**src/rtl/fetch_if.sv**
```systemverilog
// Fetch-stage bus: PC feedback from the address generator, instruction-memory
// request/response, and the IF/ID valid/ready register towards decode.
interface fetch_if;
    localparam int unsigned XLEN = 64;
    localparam int unsigned ILEN = 32;

    logic [XLEN-1:0] nxt_pc_address;
    logic            flush;
    logic [XLEN-1:0] pc_out;
    logic            imem_req;
    logic [XLEN-1:0] imem_addr;
    logic [ILEN-1:0] imem_rdata;
    logic            imem_rvalid;
    logic [XLEN-1:0] if_id_pc;
    logic [ILEN-1:0] if_id_instr;
    logic            if_id_valid;
    logic            id_ready;

    modport master (
        input  nxt_pc_address, flush, imem_rdata, imem_rvalid, id_ready,
        output pc_out, imem_req, imem_addr, if_id_pc, if_id_instr, if_id_valid
    );

    modport slave (
        output nxt_pc_address, flush, imem_rdata, imem_rvalid, id_ready,
        input  pc_out, imem_req, imem_addr, if_id_pc, if_id_instr, if_id_valid
    );
endinterface

```
**src/rtl/fetch_stage.sv**
```systemverilog
// PC register and instruction-fetch stage: one outstanding imem request,
// a one-entry skid buffer for decode back-pressure, and branch-flush squashing.
module fetch_stage #(
    parameter logic [63:0] RESET_PC  = 64'h0,
    parameter logic [31:0] NOP_INSTR = 32'h0000_0013
) (
    input  logic     clk,
    input  logic     rst,
    fetch_if.master  bus
);
    localparam int unsigned XLEN = 64;
    localparam int unsigned ILEN = 32;

    typedef enum logic [1:0] {
        IDLE = 2'd0,
        REQ  = 2'd1,
        HOLD = 2'd2,
        DROP = 2'd3
    } state_e;

    state_e          state_q,     state_d;
    logic [XLEN-1:0] pc_q,        pc_d;
    logic [XLEN-1:0] redir_q,     redir_d;
    logic [XLEN-1:0] if_pc_q,     if_pc_d;
    logic [ILEN-1:0] if_instr_q,  if_instr_d;
    logic            if_valid_q,  if_valid_d;
    logic [XLEN-1:0] buf_pc_q,    buf_pc_d;
    logic [ILEN-1:0] buf_instr_q, buf_instr_d;
    logic            req_q,       req_d;
    logic            slot_free;

    assign slot_free = !if_valid_q || bus.id_ready;

    // State and datapath registers
    always_ff @(posedge clk) begin
        if (rst) begin
            state_q     <= IDLE;
            pc_q        <= RESET_PC;
            redir_q     <= '0;
            if_pc_q     <= '0;
            if_instr_q  <= NOP_INSTR;
            if_valid_q  <= 1'b0;
            buf_pc_q    <= '0;
            buf_instr_q <= '0;
            req_q       <= 1'b0;
        end else begin
            state_q     <= state_d;
            pc_q        <= pc_d;
            redir_q     <= redir_d;
            if_pc_q     <= if_pc_d;
            if_instr_q  <= if_instr_d;
            if_valid_q  <= if_valid_d;
            buf_pc_q    <= buf_pc_d;
            buf_instr_q <= buf_instr_d;
            req_q       <= req_d;
        end
    end

    // Next-state, PC update and IF/ID register load
    always_comb begin
        state_d     = state_q;
        pc_d        = pc_q;
        redir_d     = redir_q;
        if_pc_d     = if_pc_q;
        if_instr_d  = if_instr_q;
        if_valid_d  = if_valid_q;
        buf_pc_d    = buf_pc_q;
        buf_instr_d = buf_instr_q;
        req_d       = 1'b0;

        // A transferred entry leaves the register unless something reloads it below
        if (if_valid_q && bus.id_ready) begin
            if_valid_d = 1'b0;
            if_instr_d = NOP_INSTR;
        end

        if (bus.flush) begin
            if_valid_d = 1'b0;
            if_instr_d = NOP_INSTR;
            case (state_q)
                IDLE, HOLD: begin
                    pc_d    = bus.nxt_pc_address;
                    state_d = REQ;
                end
                REQ: begin
                    if (bus.imem_rvalid) begin
                        pc_d = bus.nxt_pc_address;
                    end else begin
                        // Request still in flight: keep imem_addr stable, drain it in DROP
                        redir_d = bus.nxt_pc_address;
                        state_d = DROP;
                    end
                end
                DROP: begin
                    redir_d = bus.nxt_pc_address;
                    if (bus.imem_rvalid) begin
                        pc_d    = bus.nxt_pc_address;
                        state_d = REQ;
                    end
                end
            endcase
        end else begin
            case (state_q)
                IDLE: state_d = REQ;
                REQ: begin
                    if (bus.imem_rvalid) begin
                        if (slot_free) begin
                            if_pc_d    = pc_q;
                            if_instr_d = bus.imem_rdata;
                            if_valid_d = 1'b1;
                            pc_d       = bus.nxt_pc_address;
                        end else begin
                            buf_pc_d    = pc_q;
                            buf_instr_d = bus.imem_rdata;
                            state_d     = HOLD;
                        end
                    end
                end
                HOLD: begin
                    // pc_q still names the buffered instruction, so nxt_pc_address follows it
                    if (bus.id_ready) begin
                        if_pc_d    = buf_pc_q;
                        if_instr_d = buf_instr_q;
                        if_valid_d = 1'b1;
                        pc_d       = bus.nxt_pc_address;
                        state_d    = REQ;
                    end
                end
                DROP: begin
                    if (bus.imem_rvalid) begin
                        pc_d    = redir_q;
                        state_d = REQ;
                    end
                end
            endcase
        end

        req_d = (state_d == REQ) || (state_d == DROP);
    end

    assign bus.pc_out      = pc_q;
    assign bus.imem_addr   = pc_q;
    assign bus.imem_req    = req_q;
    assign bus.if_id_pc    = if_pc_q;
    assign bus.if_id_instr = if_instr_q;
    assign bus.if_id_valid = if_valid_q;

endmodule

```
**src/flat_wrapper.sv**
```systemverilog
// flat-port wrapper written by rule: the top's interface ports become plain ports
module fetch_stage_flat 
#(
    parameter logic [63:0] RESET_PC  = 64'h0,
    parameter logic [31:0] NOP_INSTR = 32'h0000_0013
)
  (clk, rst, bus_nxt_pc_address, bus_flush, bus_imem_rdata, bus_imem_rvalid, bus_id_ready, bus_pc_out, bus_imem_req, bus_imem_addr, bus_if_id_pc, bus_if_id_instr, bus_if_id_valid);
  fetch_if bus_i ();
  input  logic clk;
  input  logic rst;
  input wire logic [$bits(bus_i.nxt_pc_address)-1:0] bus_nxt_pc_address;
  input wire logic [$bits(bus_i.flush)-1:0] bus_flush;
  input wire logic [$bits(bus_i.imem_rdata)-1:0] bus_imem_rdata;
  input wire logic [$bits(bus_i.imem_rvalid)-1:0] bus_imem_rvalid;
  input wire logic [$bits(bus_i.id_ready)-1:0] bus_id_ready;
  output wire logic [$bits(bus_i.pc_out)-1:0] bus_pc_out;
  output wire logic [$bits(bus_i.imem_req)-1:0] bus_imem_req;
  output wire logic [$bits(bus_i.imem_addr)-1:0] bus_imem_addr;
  output wire logic [$bits(bus_i.if_id_pc)-1:0] bus_if_id_pc;
  output wire logic [$bits(bus_i.if_id_instr)-1:0] bus_if_id_instr;
  output wire logic [$bits(bus_i.if_id_valid)-1:0] bus_if_id_valid;
  assign bus_i.nxt_pc_address = bus_nxt_pc_address;
  assign bus_i.flush = bus_flush;
  assign bus_i.imem_rdata = bus_imem_rdata;
  assign bus_i.imem_rvalid = bus_imem_rvalid;
  assign bus_i.id_ready = bus_id_ready;
  assign bus_pc_out = bus_i.pc_out;
  assign bus_imem_req = bus_i.imem_req;
  assign bus_imem_addr = bus_i.imem_addr;
  assign bus_if_id_pc = bus_i.if_id_pc;
  assign bus_if_id_instr = bus_i.if_id_instr;
  assign bus_if_id_valid = bus_i.if_id_valid;
  fetch_stage #(.RESET_PC(RESET_PC), .NOP_INSTR(NOP_INSTR)) u_core (.clk(clk), .rst(rst), .bus(bus_i));
endmodule
```
**config.mk**
```make
export PLATFORM = sky130hd
export DESIGN_NAME = fetch_stage_flat
export DESIGN_NICKNAME = d
export VERILOG_FILES = /design/src/rtl/fetch_if.sv /design/src/rtl/fetch_stage.sv /design/src/flat_wrapper.sv
export SDC_FILE = /design/constraint.sdc
export NUM_CORES = 1
export LEC_CHECK = 0
export ABC_AREA = 1
export BUFFER_PORTS_ARGS = -buffer_cell sky130_fd_sc_hd__buf_4
export CAP_MARGIN = 30
export CORE_MARGIN = 2
export CORE_UTILIZATION = 40
export CTS_CLUSTER_SIZE = 30
export DETAILED_ROUTE_END_ITERATION = 6
export GPL_ROUTABILITY_DRIVEN = 0
export HOLD_SLACK_MARGIN = 0.03
export PLACE_DENSITY = 0.65
export SYNTH_ARGS = -nofsm -noshare
export SYNTH_HDL_FRONTEND = slang
export SYNTH_SLANG_ARGS = --single-unit
```
**constraint.sdc**
```tcl
create_clock -name clk -period 3.44 [get_ports clk]
set_input_delay 0.516 -clock clk [delete_from_list [all_inputs] [get_ports clk]]
set_output_delay 0.516 -clock clk [all_outputs]
set_load 0.005 [all_outputs]
```
==> Word-level counts from Yosys, hierarchy flattened <==
Index checks and enable logic that the tools add are counted.
{ "classes": {"eq_ne": 14, "n_mux": 32, "n_bitwise": 2, "reduce_logical": 15} }
{ "op_table": {"columns": ["op", "count"], "rows": [
  ["$mux W64", 10],
  ["$pmux W64 S2", 3],
  ["$pmux W64 S3", 1],
  ["$mux W32", 4],
  ["$pmux W32 S2", 1],
  ["$mux W2", 6],
  ["$ne A3 B3 Y1 const B", 3],
  ["$pmux W2 S4", 1],
  ["$eq A2 B2 Y1 const B", 3],
  ["$ne A2 B2 Y1 const B", 3],
  ["$ne A3 B2 Y1 const B", 2],
  ["$pmux W2 S3", 1],
  ["$reduce_and A6 Y1", 1],
  ["$reduce_or A2 Y1", 3],
  ["$reduce_and A5 Y1", 1],
  ["$eq A2 B1 Y1 const B", 2],
  ["$mux W1", 4],
  ["$reduce_and A4 Y1", 1],
  ["$reduce_bool A2 Y1", 2],
  ["$reduce_bool A4 Y1", 1],
  ["$reduce_and A3 Y1", 1],
  ["$logic_not A2 Y1", 1],
  ["$logic_or A1 B1 Y1", 2],
  ["$ne A2 B1 Y1 const B", 1],
  ["4 further kinds", 5]
]} }
{ "word_totals": {"register_bits": 324, "inputBits": 101, "out_inout_bits": 226, "elab_cells": 72} }

==> Logic depth before layout (Yosys ltp) <==
Gate-level depths: netlist (run 1).
{ "logic_depth": {"word_depth": 8, "ltp_mapped": 11, "ltp_nobuf": 9} }

==> Worst setup path after synthesis (run 1) <==
OpenSTA, ideal clock, no wires.
{ "synth_path": {"kind": "register to register", "start": "reg u_core.state_q[0]", "end": "reg u_core.if_pc_q[24] (netlist: u_core.bus.if_id_pc[24])", "setup_time_ns": 0.112, "arrival_time_ns": 1.553, "required_time_ns": 3.328, "setup_slack_ns": 1.775, "path_stages_with_launch": 11, "n_path_buf": 3, "synth_period_minus_slack_ns": 1.665, "path_cell_list": "dfxtp_1 inv_1 ha_1 buf_4 buf_4 clkbuf_1 nand2_1 a21boi_0 nand3_1 nand2_1 nor2_2"} }
{ "synth_between": {"elab_chain_len": 3, "word_cells_on_any_way": 8} }
{ "synth_lines": {"columns": ["item", "line", "source"], "rows": [
  ["start: declaration", "fetch_stage.sv:21", "state_e state_q, state_d;"],
  ["start signal: assignment", "fetch_stage.sv:47", "state_q <= state_d;"],
  ["$eq A2 B1 Y1 / $eq A2 B2 Y1 (equally long branches)", "fetch_stage.sv:103", "case (state_q)"],
  ["$ne A2 B1 Y1 (no line) (tied with other cells)", null, null],
  ["$reduce_and A5 Y1 (no line)", null, null],
  ["end signal: assignment", "fetch_stage.sv:50", "if_pc_q <= if_pc_d;"],
  ["end: declaration", "fetch_stage.sv:24", "logic [XLEN-1:0] if_pc_q, if_pc_d;"]
]} }
Parallel ways exist; a longest one is shown, timed or not.
A chain may end at the register's enable or synchronous reset.

==> Final worst setup path (run 1) <==
{ "layout_path": {"start": "reg u_core.state_q[1]", "end": "reg u_core.if_instr_q[11] (netlist: u_core.bus.if_id_instr[11])"} }
{ "layout_between": {"elab_chain_len": 2, "word_cells_on_any_way": 3} }
{ "layout_lines": {"columns": ["item", "line", "source"], "rows": [
  ["$eq A2 B2 Y1 / $eq A2 B1 Y1 (equally long branches)", "fetch_stage.sv:103", null],
  ["$pmux W32 S2 *", "fetch_stage.sv:103", null],
  ["end signal: assignment", "fetch_stage.sv:51", "if_instr_q <= if_instr_d;"],
  ["end: declaration", "fetch_stage.sv:25", "logic [ILEN-1:0] if_instr_q, if_instr_d;"]
]} }
Mark *: on every way between the ends. The rest lies on a longest branch, timed or not.

==> run_results.csv, run 1 <==
group,metric,value,unit
outcome,status,"completed",
drt,num_vias,14843,
synthesis,yosysMostFrequentCell,"nor2_1",
critical_path,arrival,3330,ps
grt,grt_max_degree,142,
floorplanning,fp.coreArea,0.0377,mm²
job,drv_cap,0,
sta,grt_setup_unrepaired,"false",
synthesis,synth-edff-count,0,
synthesis,synth_area,0.0153,mm²
grt,antenna_found_initial,0,
clock_network,htree_levels,2,
placement,io_buffer_count,326,
critical_path,cp_common_cell,"buf_4",
drt,drtIter0Drc,888,
floorplanning,fp-row-count,71,
clock_network,clk_pin_slew,60,ps
sta,fin_worst_skew,12.2,ps
synthesis,async_flop_share,0,
finish,area_delta_synth_final,22.5,%
critical_path,cp.required,3900,ps
floorplanning,io_pins,327,
grt,grt_pass1_wl,73.6,mm
sta,fmax,349,MHz
pwr,p_leak,8.43,nW
floorplanning,die_y,199,µm
drt,wl_per_cell,15.9,µm
critical_path,path_cells,"inv_1 > ha_1 > nand3_4 > buf_4 > nand3_2 > buf_4 > nand3_1 > a21oi_1",
pwr,p_per_area,517,mW/mm²
placement,dp_hpwl,28.9,mm
clock_network,cts_sinks,324,
placement,dpl.cell_count,2873,
synthesis,yosysSeqAreaShare,0.424,
sta,fin_crit_sh,0.833,
floorplanning,die_width,199,µm
critical_path,crit_path_max_fanout,38,
finish,drive_above_1_share,0.206,
synthesis,synthesis.nets,2341,
finish,antenna-diode-count,0,
sta,setup_tns,0,ps
critical_path,slowest_delay,550,ps
grt,grt_util_all_layers,0.232,
critical_path,criticalPathCategory,"flip-flop to flip-flop",
hold_path,hp-class,"input port to flip-flop",
synthesis,synthCells,2235,
synthesis,synth_top_cell_by_area,"dfxtp_1",
finish,nNetsFinal,2508,
critical_path,start_kind,"flip-flop",
clock_network,insertion_delay,540,ps
clock_network,cts_buffer_depth,3,
drt,drc,0,
clock_network,postCtsHoldBufs,0,
critical_path,path_buf_inv,3,
synthesis,synth_common_cells,"553 x nor2_1, 383 x nand2_1, 324 x dfxtp_1",
sta,setup_viol,0,
drt,drt_wl_total,46.7,mm
clock_network,cts_root_buffer,"clkbuf_16",
finish,fin_cells,2940,
grt,grt_pass1_vias,13664,
finish,post-route-util,0.497,
sta,hold_viol_final,0,
synthesis,synth_top_area_frac,0.424,
pwr,peakVddDrop,0.287,mV
critical_path,end_kind,"flip-flop",
finish,design_area,0.0187,mm²
synthesis,syn_area_per_cell,6.84,µm²
pwr,p_total,9.69,mW
placement,dp_slack,656,ps
sta,tightest_slew,822,ps
sta,min_period,2870,ps
sta,relSlewSlack,0.452,
clock_network,cts_tree,"yes",
synthesis,yosys_most_used_dff,"dfxtp_1",
clock_network,cts_resized,0,
critical_path,critPathSlowestCell,"nand3_4",
clock_network,post_cts_buffers,0,
synthesis,ys_types,31,
floorplanning,floorplan.initialDensity,0.406,
placement,placed_cell_area,0.0175,mm²
drt,vias_per_cell,5.05,
floorplanning,dieArea,0.0398,mm²
drt,dr.pass1.iters,5,
sta,setup_ws,573,ps
synthesis,synth_area_leaders,"dfxtp_1 42%, nor2_1 14%, nand2_1 9.4%",
synthesis,synth-seq-cells,324,
sta,hold_ws,239,ps
grt,grt_overflow,0,
sta,report.final.slew_viol_count,0,
clock_network,cts_buffers,38,
critical_path,path_delay_family,"buffers and inverters",
drt,ant_nets,0,
synthesis,yosysWarnings,0,
## tightest hold or removal path, delay by kind of cell
family          cells  cell delay [ps]
simple gates        1               80
compound gates      1               70
buf+inv             1               80
## cells by family after synthesis
family	synth area share
simple gates	0.350
flops	0.424
fa+ha+maj	0.00409
compound gates	0.115
buf+inv	0.107
## worst paths after layout
path / slack, ps / depth (start not counted) / endpoint / start
setup reg to reg: 570 / 8 / u_core.bus.if_id_instr[11] / u_core.state_q[1]
setup / recovery: 570 / 8 / u_core.bus.if_id_instr[11] / u_core.state_q[1]
hold reg to reg: 460 / 2 / u_core.buf_instr_q[30] / u_core.buf_instr_q[30]
hold / removal: 240 / 3 / u_core.redir_q[39] / bus_nxt_pc_address[39]
## flip-flops by register name, indices dropped and copies added (netlist names)
name / flops
u_core.state_q: 2
u_core.redir_q: 64
u_core.bus.if_id_pc: 64
u_core.bus.if_id_instr: 32
u_core.buf_pc_q: 64
u_core.buf_instr_q: 32
u_core.bus.imem_addr: 64
u_core.bus.imem_req: 1
u_core.bus.if_id_valid: 1
## area by class of cell
type	count	area, µm²
multi-input combinational	1597	7210
sequential	324	6490
timing repair buffer	357	2800
inverter	84	327
clock buffer	58	1160
fill	3805	18900
clock inverter	9	97.6
tap	511	639
## routing by layer
| metal | wire (µm) | vias to the layer above | track usage | part of all wire |
|---|---|---|---|---|
| met1 | 20600 | 6903 | 0.306 | 0.44 |
| met3 | 3180 | 51 | 0.0398 | 0.068 |
| met2 | 22000 | 498 | 0.388 | 0.47 |
| met4 | 920 | 0 | 0.0686 | 0.020 |
| met5 | 0 | - | 0 | 0 |
| li1 | - | 7391 | - | - |
## where the power goes
group	total [mW]	internal, mW	leakage [nW]	switching [mW]
sequential	4.19	3.98	2.65	0.211
combinational	1.45	0.648	5.16	0.804
clock	4.05	2.47	0.619	1.58
total	9.69	7.09	8.43	2.59
## layout by cell type, fill, tap and decap left out, types with 2 or more instances in the layout
master and instances:
a21boi_0 64, a21oi_1 32, buf_12 8, buf_4 348, bufinv_16 2, clkbuf_1 10
clkbuf_16 41, clkbuf_8 7, clkinv_2 7, dfxtp_1 324, ha_1 3, ha_4 2
inv_1 75, inv_2 6, nand2_1 383, nand2_2 5, nand3_1 262, nand3_2 2
nand3_4 2, nor2_1 553, nor2_2 61, nor2_4 3, o21ai_0 210, o21ai_1 7
No activity file was read; power rests on OpenSTA's default activity.
==> run 2: changes to the inputs <==
--- a/config.mk
+++ b/config.mk
@@ -14,7 +14,7 @@
 export DETAILED_ROUTE_END_ITERATION = 6
 export GPL_ROUTABILITY_DRIVEN = 0
 export HOLD_SLACK_MARGIN = 0.03
-export PLACE_DENSITY = 0.65
+export PLACE_DENSITY = 0.67
 export SYNTH_ARGS = -nofsm -noshare
 export SYNTH_HDL_FRONTEND = slang
 export SYNTH_SLANG_ARGS = --single-unit
==> constraint.sdc (replaced) <==
create_clock -name clk -period 2.6 [get_ports clk]
set_input_delay 0.39 -clock clk [delete_from_list [all_inputs] [get_ports clk]]
set_output_delay 0.39 -clock clk [all_outputs]
set_load 0.005 [all_outputs]
==> run_results.csv, run 2 (synthesis gave the netlist of run 1 again) <==
group,metric,value,unit
grt,grt_overflow,0,
sta,relSlewSlack,0.560,
sta,hold_viol_final,0,
critical_path,critPathSlowestCell,"nand3_2",
critical_path,arrival,2600,ps
sta,report.final.slew_viol_count,0,
placement,io_buffer_count,326,
job,drv_cap,0,
floorplanning,fp-row-count,71,
drt,drt_wl_total,46.1,mm
floorplanning,die_width,199,µm
critical_path,crit_path_max_fanout,28,
grt,grt_util_all_layers,0.226,
clock_network,postCtsHoldBufs,0,
pwr,p_leak,8.51,nW
floorplanning,fp.coreArea,0.0377,mm²
clock_network,cts_tree,"yes",
sta,fmax,454,MHz
floorplanning,floorplan.initialDensity,0.406,
pwr,peakVddDrop,0.419,mV
placement,dp_slack,430,ps
finish,drive_above_1_share,0.211,
placement,dp_hpwl,29.6,mm
critical_path,path_delay_family,"simple AND/OR/NAND/NOR gates",
sta,fin_crit_sh,0.848,
critical_path,slowest_delay,530,ps
grt,grt_max_degree,97,
sta,min_period,2200,ps
clock_network,htree_levels,2,
critical_path,criticalPathCategory,"flip-flop to flip-flop",
sta,tightest_slew,659,ps
finish,layout_common_cells,"553 x nor2_1, 383 x nand2_1, 356 x buf_4",
critical_path,cp.required,3000,ps
sta,fin_worst_skew,12.8,ps
finish,nNetsFinal,2518,
critical_path,path_buf_inv,1,
floorplanning,io_pins,327,
outcome,status,"completed",
drt,drtIter0Drc,854,
clock_network,clk_pin_slew,60,ps
sta,setup_viol,0,
finish,antenna-diode-count,0,
drt,ant_nets,0,
finish,area_delta_synth_final,23.4,%
critical_path,end_kind,"flip-flop",
floorplanning,die_y,199,µm
sta,hold_ws,133,ps
drt,vias_per_cell,5.02,
grt,antenna_found_initial,0,
sta,setup_ws,395,ps
clock_network,cts_buffers,38,
sta,grt_setup_unrepaired,"false",
grt,grt_pass1_vias,13686,
clock_network,insertion_delay,520,ps
finish,nFillCells,3814,
clock_network,post_cts_buffers,0,
placement,dpl.cell_count,2883,
finish,multiInputGateArea,0.00721,mm²
sta,setup_tns,0,ps
critical_path,start_kind,"flip-flop",
clock_network,cts_root_buffer,"clkbuf_16",
critical_path,regToRegSetupSlack,400,ps
finish,ff_latch_area,0.00649,mm²
finish,fin_cells,2951,
critical_path,path_cells,"inv_1 > ha_1 > nand2_2 > nand3_2 > nand3_1 > a21oi_1",
drt,dr.pass1.iters,5,
finish,layout_commonest_cell,"nor2_1",
clock_network,cts_buffer_depth,3,
hold_path,hp-class,"input port to flip-flop",
drt,drc,0,
grt,grt_pass1_wl,72.3,mm
clock_network,cts_sinks,324,
pwr,p_per_area,689,mW/mm²
clock_network,cts_resized,0,
floorplanning,dieArea,0.0398,mm²
drt,wl_per_cell,15.6,µm
drt,num_vias,14819,
run 2: per-stage QoR:
stage	utilization	area (µm²)	total power [mW]
final	0.501	18900	13.0
after global routing	0.501	18900	13.6
after CTS	0.501	18900	13.1
after detailed placement	0.466	17600	7.58
after global placement	0.466	17600	7.54
after floorplan	-	15300	6.76
run 2: layer usage:
layer	wire [µm]	track usage
met1	20900	0.300
met2	21300	0.378
met3	2740	0.0336
met5	0	0
met4	1180	0.0735
run 2: area by class of cell:
cell class,count,share of cell area
clock buffer,53,0.0587
clock inverter,15,0.0107
inverter,84,0.0174
multi-input combinational,1597,0.382
sequential,324,0.344
tap,511,0.0339
timing repair buffer,367,0.153
run 2: worst reg2reg max path: stages (launching register included):
cell and delay, ps:
dfxtp_1 480, inv_1 140, ha_1 360, nand2_2 210, nand3_2 540, nand3_1 270, a21oi_1 100
run 2: path summary, 6_finish.rpt:
path	to	from	depth (start not counted)
min reg2reg	u_core.buf_instr_q[30]	u_core.buf_instr_q[30]	2
max	u_core.bus.if_id_instr[2]	u_core.state_q[1]	6
min	u_core.redir_q[56]	bus_nxt_pc_address[56]	3
max reg2reg	u_core.bus.if_id_instr[2]	u_core.state_q[1]	6
run 2: report_power, final:
group          switching (mW)  internal [mW]  total (mW)
clock                    2.15           3.39        5.53
sequential              0.267           5.26        5.53
combinational            1.07          0.865        1.93
total                    3.48           9.51        13.0
